===== config.mk =====
export PLATFORM = sky130hd
export DESIGN_NAME = mem_req_arbiter
export DESIGN_NICKNAME = d
export VERILOG_FILES = /design/src/rtl/mem_req_arbiter.sv
export SDC_FILE = /design/constraint.sdc
export NUM_CORES = 1
export LEC_CHECK = 0
export ABC_CLOCK_PERIOD_IN_PS = 5320
export CAP_MARGIN = 20
export CORE_MARGIN = 2
export CORE_UTILIZATION = 48
export DETAILED_ROUTE_END_ITERATION = 12
export PLACE_DENSITY = 0.95
export SETUP_SLACK_MARGIN = 0.05
export SYNTH_ARGS = -nofsm -noshare
export SYNTH_HDL_FRONTEND = slang
export SYNTH_SLANG_ARGS = --single-unit

===== constraint.sdc =====
create_clock -name clk -period 5.32 [get_ports clk]
set_clock_uncertainty 0.2 [all_clocks]
set_input_delay 0.532 -clock clk [delete_from_list [all_inputs] [get_ports clk]]
set_output_delay 0.532 -clock clk [all_outputs]
set_load 0.01 [all_outputs]

===== src/rtl/mem_req_arbiter.sv =====
// Read/write request arbiter between the L1 requesters and the single AXI burst bridge.
// Independent read and write FSMs; reads are held off while a write to the same line is in flight.
module mem_req_arbiter #(
    parameter int LINE_BEATS = 4,
    parameter int STARVE_MAX = 7
) (
    input  logic        clk,
    input  logic        rst,
    input  logic        ic_rreq_i,
    input  logic        dc_rreq_i,
    input  logic        uc_rreq_i,
    input  logic [31:0] ic_raddr_i,
    input  logic [31:0] dc_raddr_i,
    input  logic [31:0] uc_raddr_i,
    output logic        ic_rgnt_o,
    output logic        dc_rgnt_o,
    output logic        uc_rgnt_o,
    output logic        ic_rvalid_o,
    output logic        dc_rvalid_o,
    output logic        uc_rvalid_o,
    output logic [31:0] rdata_o,
    output logic        ic_rdone_o,
    output logic        dc_rdone_o,
    output logic        uc_rdone_o,
    input  logic        dc_wreq_i,
    input  logic [31:0] dc_waddr_i,
    input  logic        uc_wreq_i,
    input  logic [31:0] uc_waddr_i,
    input  logic [3:0]  uc_wstrb_i,
    output logic        dc_wgnt_o,
    output logic        uc_wgnt_o,
    output logic        dc_wdone_o,
    output logic        uc_wdone_o,
    output logic        bus_rreq_o,
    output logic [31:0] bus_raddr_o,
    output logic [7:0]  bus_rlen_o,
    input  logic        bus_rvalid_i,
    input  logic        bus_rlast_i,
    input  logic [31:0] bus_rdata_i,
    output logic        bus_wreq_o,
    output logic [31:0] bus_waddr_o,
    output logic [7:0]  bus_wlen_o,
    output logic [3:0]  bus_wstrb_o,
    output logic        bus_wsrc_o,
    input  logic        bus_bresp_i
);
    // state  | meaning
    // R_IDLE | no read outstanding; arbitrating among unblocked readers
    // R_BUSY | line/uncached read in flight for r_owner
    // W_IDLE | no write outstanding; arbitrating dcache > uncached
    // W_BUSY | write in flight, waiting for bus_bresp_i
    typedef enum logic {R_IDLE, R_BUSY} r_state_t;
    typedef enum logic {W_IDLE, W_BUSY} w_state_t;
    typedef enum logic [1:0] {OWN_IC, OWN_DC, OWN_UC} owner_t;

    localparam logic [7:0]  LINE_LEN   = 8'(LINE_BEATS - 1);
    localparam logic [2:0]  STARVE_LIM = 3'(STARVE_MAX);
    localparam logic [31:0] LINE_MASK  = 32'hFFFF_FFF0;

    r_state_t    r_state, r_state_d;
    w_state_t    w_state, w_state_d;
    owner_t      r_owner;
    logic [27:0] w_line;
    logic [2:0]  ic_wait;

    logic        w_win_dc, w_win_uc, w_win;
    logic [31:0] w_new_addr;
    logic        ic_ok, dc_ok, uc_ok;
    logic        r_win_ic, r_win_dc, r_win_uc, r_win;
    logic        r_last;

    assign w_win      = w_win_dc | w_win_uc;
    assign w_new_addr = dc_wreq_i ? dc_waddr_i : uc_waddr_i;

    // A read is blocked by the line of a write in flight or one being granted right now.
    assign ic_ok = ic_rreq_i &&
        !((w_state == W_BUSY && ic_raddr_i[31:4] == w_line) || (w_win && ic_raddr_i[31:4] == w_new_addr[31:4]));
    assign dc_ok = dc_rreq_i &&
        !((w_state == W_BUSY && dc_raddr_i[31:4] == w_line) || (w_win && dc_raddr_i[31:4] == w_new_addr[31:4]));
    assign uc_ok = uc_rreq_i &&
        !((w_state == W_BUSY && uc_raddr_i[31:4] == w_line) || (w_win && uc_raddr_i[31:4] == w_new_addr[31:4]));

    assign r_last = (r_state == R_BUSY) && bus_rvalid_i && bus_rlast_i;
    assign r_win  = r_win_ic | r_win_dc | r_win_uc;

    always_comb begin
        w_win_dc  = 1'b0;
        w_win_uc  = 1'b0;
        w_state_d = w_state;
        case (w_state)
            W_IDLE: begin
                if (dc_wreq_i) begin
                    w_win_dc  = 1'b1;
                    w_state_d = W_BUSY;
                end else if (uc_wreq_i) begin
                    w_win_uc  = 1'b1;
                    w_state_d = W_BUSY;
                end
            end
            W_BUSY: if (bus_bresp_i) w_state_d = W_IDLE;
        endcase
    end

    always_comb begin
        r_win_ic  = 1'b0;
        r_win_dc  = 1'b0;
        r_win_uc  = 1'b0;
        r_state_d = r_state;
        case (r_state)
            R_IDLE: begin
                if (ic_ok && ic_wait >= STARVE_LIM) r_win_ic = 1'b1;
                else if (dc_ok)                     r_win_dc = 1'b1;
                else if (uc_ok)                     r_win_uc = 1'b1;
                else if (ic_ok)                     r_win_ic = 1'b1;
                if (r_win_ic || r_win_dc || r_win_uc) r_state_d = R_BUSY;
            end
            R_BUSY: if (r_last) r_state_d = R_IDLE;
        endcase
    end

    always_ff @(posedge clk or negedge rst) begin
        if (!rst) begin
            r_state <= R_IDLE;
            w_state <= W_IDLE;
        end else begin
            r_state <= r_state_d;
            w_state <= w_state_d;
        end
    end

    always_ff @(posedge clk or negedge rst) begin
        if (!rst) begin
            r_owner     <= OWN_IC;
            ic_wait     <= 3'd0;
            w_line      <= 28'd0;
            ic_rgnt_o   <= 1'b0;
            dc_rgnt_o   <= 1'b0;
            uc_rgnt_o   <= 1'b0;
            ic_rdone_o  <= 1'b0;
            dc_rdone_o  <= 1'b0;
            uc_rdone_o  <= 1'b0;
            dc_wgnt_o   <= 1'b0;
            uc_wgnt_o   <= 1'b0;
            dc_wdone_o  <= 1'b0;
            uc_wdone_o  <= 1'b0;
            bus_raddr_o <= 32'd0;
            bus_rlen_o  <= 8'd0;
            bus_waddr_o <= 32'd0;
            bus_wlen_o  <= 8'd0;
            bus_wstrb_o <= 4'd0;
            bus_wsrc_o  <= 1'b0;
        end else begin
            ic_rgnt_o  <= r_win_ic;
            dc_rgnt_o  <= r_win_dc;
            uc_rgnt_o  <= r_win_uc;
            ic_rdone_o <= r_last && r_owner == OWN_IC;
            dc_rdone_o <= r_last && r_owner == OWN_DC;
            uc_rdone_o <= r_last && r_owner == OWN_UC;
            if (r_win) begin
                r_owner     <= r_win_ic ? OWN_IC : (r_win_dc ? OWN_DC : OWN_UC);
                bus_raddr_o <= r_win_ic ? (ic_raddr_i & LINE_MASK)
                             : (r_win_dc ? (dc_raddr_i & LINE_MASK) : uc_raddr_i);
                bus_rlen_o  <= r_win_uc ? 8'd0 : LINE_LEN;
            end
            if (r_win_ic)
                ic_wait <= 3'd0;
            else if (ic_ok && (r_win_dc || r_win_uc) && ic_wait != 3'h7)
                ic_wait <= ic_wait + 3'd1;

            dc_wgnt_o  <= w_win_dc;
            uc_wgnt_o  <= w_win_uc;
            dc_wdone_o <= (w_state == W_BUSY) && bus_bresp_i && !bus_wsrc_o;
            uc_wdone_o <= (w_state == W_BUSY) && bus_bresp_i && bus_wsrc_o;
            if (w_win) begin
                w_line      <= w_new_addr[31:4];
                bus_waddr_o <= w_win_dc ? (dc_waddr_i & LINE_MASK) : uc_waddr_i;
                bus_wlen_o  <= w_win_dc ? LINE_LEN : 8'd0;
                bus_wstrb_o <= w_win_dc ? 4'hF : uc_wstrb_i;
                bus_wsrc_o  <= w_win_uc;
            end
        end
    end

    assign bus_rreq_o  = (r_state == R_BUSY);
    assign bus_wreq_o  = (w_state == W_BUSY);
    assign ic_rvalid_o = bus_rvalid_i && r_state == R_BUSY && r_owner == OWN_IC;
    assign dc_rvalid_o = bus_rvalid_i && r_state == R_BUSY && r_owner == OWN_DC;
    assign uc_rvalid_o = bus_rvalid_i && r_state == R_BUSY && r_owner == OWN_UC;
    assign rdata_o     = bus_rdata_i;
endmodule


== Word level (Yosys, flattened, before mapping) ==
Cells that the tools add are included.
Storage, ports and cells
  register bits after elaboration: 130
  latch bits: 0
  memory bits (writable): 0
  memory bits (read-only): 0
  bits of input ports: 206
  output and inout bits: 132
  logic and storage cells: 109
  memories kept: 0
Cells by class
  $add $sub $neg: 1
  multipliers: 0
  div/mod/pow operators: 0
  magnitude comparators: 1
  equality and inequality tests: 9
  shift operators: 0
  muxes and demuxes: 37
  bitwise logic cells: 5
  reductions and logical operators: 35
Operators by type and width (number)
  28-bit equality test: 6
  32-bit 2-to-1 mux: 4
  1-bit 2-to-1 mux: 24
  1-bit logical AND: 23
  2-bit 2-to-1 mux: 4
  1-bit logical OR: 6
  3-bit 2-to-1 mux: 2
  1-bit logical NOT: 4
  4-bit 2-to-1 mux: 1
  1-bit one-hot mux with 2 select lines: 2
  3-bit by 1-bit adder with 3-bit output (second input constant): 1
  3-bit >= comparator (second input constant): 1
  3-bit inequality test (second input constant): 1
  1-bit bitwise OR: 3
  2-bit by 1-bit equality test with 1-bit output (second input constant): 1
  2-bit equality test (second input constant): 1
  2-bit logical NOT: 1
  1-bit inverter: 2
  2-bit nonzero test: 1

== Depth between registers and ports, before layout ==
  depth in word-level cells: 18
  depth in mapped cells: 14
  gate-level depth less buffers: 8

== Least setup slack after synthesis ==
Ideal clock, no wire load.
  path kind: input-to-reg
  start: input port dc_wreq_i
  end: register bus_raddr_o[10]
  library setup time: 0.094 ns
  arrival time: 2.774 ns
  path slack: 2.252 ns
  cell stages on the path: 12
  cells stage by stage: buf_6 buf_6 mux2i_4 xor2_1 nand4_1 nor4_2 a21oi_1 a211o_1 buf_2 buf_6 mux2i_1 a221oi_2
On the way
  longest elaborated chain between the ends: 15
RTL lines
  start, declared: line 25  | input logic dc_wreq_i,
  branches (longest 15 deep; another with 32-bit 2-to-1 mux)
  end signal, assigned: line 161  | bus_raddr_o <= r_win_ic ? (ic_raddr_i & LINE_MASK)
  end, declared: line 35  | output logic [31:0] bus_raddr_o,
Several ways; the timed one is not identified. The select of a mux whose other input is x is not followed.
A chain may end at the register's enable or synchronous reset.

== Worst setup path in the final report ==
  start: input port dc_wreq_i
  end: register bus_raddr_o[11]
The elaborated chain is that of the path after synthesis.

==> summary.md <==
| Metric | Value |
|---|---|
| Register area share after synthesis | `a little over a third` |
| Top FF cell, synth | `dfrtp_1` |
| Placement Setup Slack | `0.895 ns` |
| GPL Wtd Cong | `0.966` |
| Worst-Margin Slew | `between 0.9 and 1 ns` |
| Max-cap violations | `0` |
| Final Non-Filler Cells | `1,279` |
| Buf/Inv on CP | `3` |
| Drt pass-1 iters | `5` |
| DRT antenna net count | `0` |
| CTS Buffer Depth | `2` |
| Core ar. | `between 15,000 and 20,000 um2` |
| Port buffer count | `approximately 250` |
| Critical path cell sequence | `buf_4, buf_4, mux2i_4, xnor2_1, nor4_1, nand4_1, o21ai_2, a211o_1, buf_12, mux2i_1, a221oi_2` |
| Drt initial violations | `596` |
| RSZ-0062 raised after global routing | `no` |
| Worst path top cell family by delay | `buffers and inverters` |
| Final Cycle Share | `77.4%` |
| Post-CTS sizing | `0` |
| First-pass GRT wire length | `42.8 mm` |
| Die W | `135 um` |
| Status | `finished clean` |
| Wire length per cell | `between 20 and 25 um` |
| Hpwl dp | `22.9 mm` |
| Power per Cell Area | `between 300 and 400 nW/um2` |
| Leakage power | `between 4 and 5 nW` |
| Slew Viols, Final | `0` |
| Cts hold-fix bufs | `0` |
| CP Launch Type | `primary input` |
| Internal | `between 2 and 3 mW` |
| # H-tree levels | `4` |
| Post-route design area | `11,100 um2` |
| Synthesized flop and latch total | `around 120` |
| Worst hold path class | `primary input to asynchronous set/reset pin` |
| Clock-pin slew on the worst setup and hold paths | `roughly 0.06 ns` |
| Crit-path most repeated cell | `buf_4` |
| Crit path DAT | `around 4.2 ns` |
| DP Area | `10,500 um2` |
| Antenna Cells | `0` |
| Vias in the first global route | `7,294` |
| Layout Utilization | `between 60% and 70%` |
| Top cells by count, synth | `dfrtp_1 (116), xnor2_1 (116), a21oi_1 (93), nand2_1 (78), nor2_1 (63)` |
| CP Class | `primary input to register` |
| Critical path capture point type | `register` |
| Nets | `between 1,000 and 1,500` |
| CTS root buffer | `clkbuf_16` |
| Final setup vio count | `0` |
| Clk_lat worst skew | `around 0.42 ns` |
| P_sw | `1.24 mW` |
| Area grow syn2layout | `36.3%` |
| # DRC | `0` |
| Largest net degree at the start of global routing | `between 70 and 80` |
| Total wire length | `28.9 mm` |
| Slowest CP cell | `a211o_1` |
| Die Y | `roughly 130 um` |
| Avg Inst Size Synth | `just under 10 um2` |
| Post-synth EDFFs | `0` |
| # IOs | `roughly 340` |
| # rows | `47` |
| Final hold vios | `0` |
| Starting density of the core | `between 40% and 50%` |
| Initial antenna violation count | `0` |
| Slew margin rel. | `38.0%` |
| Worst Slack Setup Final | `roughly 1.2 ns` |
| Setup TNS | `0 ns` |
| Layout cells sized above 1 | `10.8%` |
| Slowest stage delay, CP | `about 0.55 ns` |
| CP Data Required Time | `5.41 ns` |
| Ys async rst share | `100%` |
| Via density | `roughly 5.7` |
| Peak supply drop | `235 uV` |
| Power share of the combinational group | `33.7%` |
| Num CTS Buffers | `17` |
| Remaining global-route overflow | `0` |
| Cells after Synth | `around 840` |
| GRT Total Usage | `a little under a third` |
| Sw Share | `32.8%` |
| Yosys top cell area share | `35.5%` |
| Ys Warns | `0` |
| Clock power share | `between 30% and 40%` |
| Fin crit period | `around 4.1 ns` |
| Crit-path max FO | `24` |
| Synthesized area | `just over 8000 um2` |
| Die area | `about 18,000 um2` |
| CTS tree | `done` |
| Max Freq | `approximately 0.24 GHz` |
| Routed via count | `around 7,300` |
| Distinct cells, synth | `50` |
| Clock sink total | `116` |
| Post-synth top area cell | `dfrtp_1` |
| Ranking of synthesized cells by area | `dfrtp_1 (35%), xnor2_1 (12%), mux2i_4 (6.6%)` |
| Dpl cells | `roughly 1,200` |
| # Post-CTS Setup Buffers | `0` |
| Reg power frac | `approximately a third` |
-- worst register-to-register path, cell delays in order (launching register included) --
cell and delay [ns]:
dfrtp_1 0.48, xor2_1 0.20, nor4_1 0.47, nand4_1 0.19, o41ai_1 0.44, a21oi_1 0.21, a211o_1 0.59, buf_12 0.28
mux2i_1 0.36, a221oi_2 0.10
-- final cells by class --
type	instances	area [um2]
Inverter	35	131
Clock inverter	11	175
Tap cell	220	275
Fill cell	1270	5490
Timing Repair Buffer	264	2610
Sequential cell	116	2900
Multi-Input combinational cell	612	4590
Clock buffer	21	460
-- kinds of logic after synthesis --
kind of cell,count (synthesis),share of synthesized area (%)
buf+inv,122,9.04
simple gates,219,12.4
fa+ha+maj,2,0.306
xor+xnor,170,18.2
mux,57,10.8
compound gates,152,13.7
other cells,1,0.0458
flops,116,35.5
-- registers in the layout (all words and copies together) (netlist names), 2 cells and up --
register	count
w_line	28
bus_wstrb_o	4
bus_waddr_o	32
r_owner	2
bus_raddr_o	32
ic_wait	3
-- metrics by stage --
stage                     power [mW]  hold WS [ns]
after detailed placement        2.53         0.266
after global placement          2.51         0.258
final                           3.79        0.0454
after global routing            3.93         0.124
after floorplan                 1.91        0.0364
after CTS                       3.79        0.0775
-- routing by layer --
layer,up-vias,global-route usage [%],wire [um]
li1,3249,-,-
met5,-,0,0
met4,0,10.1,794
met1,3571,42.5,11900
met2,403,52.0,13800
met3,63,6.79,2390
-- final timing paths --
check / startpoint / to / slack, ns / cells past startpoint
worst max-delay path: dc_wreq_i / bus_raddr_o[11] / 1.20 / 11
worst min-delay path: rst / bus_raddr_o[16] / 0.05 / 1
worst max register to register: w_line[10] / bus_raddr_o[11] / 1.66 / 9
worst min register to register: bus_wsrc_o / dc_wdone_o / 0.27 / 1
max in group asynchronous: rst / bus_waddr_o[0] / 3.75 / 2
min in group clk: bus_wsrc_o / dc_wdone_o / 0.27 / 1
-- power by group through the flow --
stage / Sequential (mW) / Combinational [mW] / Clock [mW]
3_5_place_dp: 1.27 / 1.26 / 0
5_1_grt: 1.28 / 1.36 / 1.29
6_report: 1.27 / 1.28 / 1.24
3_3_place_gp: 1.26 / 1.24 / 0
2_1_floorplan: 1.27 / 0.632 / 0
4_1_cts: 1.26 / 1.27 / 1.26
-- cell usage in the layout (no fill, tap or decap), types with 3 or more instances in the layout --
cell type        instances
and3_1                   3
nor2_1                  63
nand3_1                  8
clkinv_4                 3
nor3_1                   4
xor2_1                  54
a21oi_1                 93
nor4_1                  27
conb_1                  12
clkdlybuf4s50_1        247
mux2i_4                 24
o21ai_0                  6
nand4_1                 18
a22o_1                   7
clkbuf_16               17
inv_1                   32
nor2b_1                  6
mux2i_1                 30
inv_2                    3
dfrtp_1                116
a221oi_2                28
xnor2_1                116
bufinv_16                4
nand2_1                 78
buf_4                   16
Power figures use the tool's default switching activity.
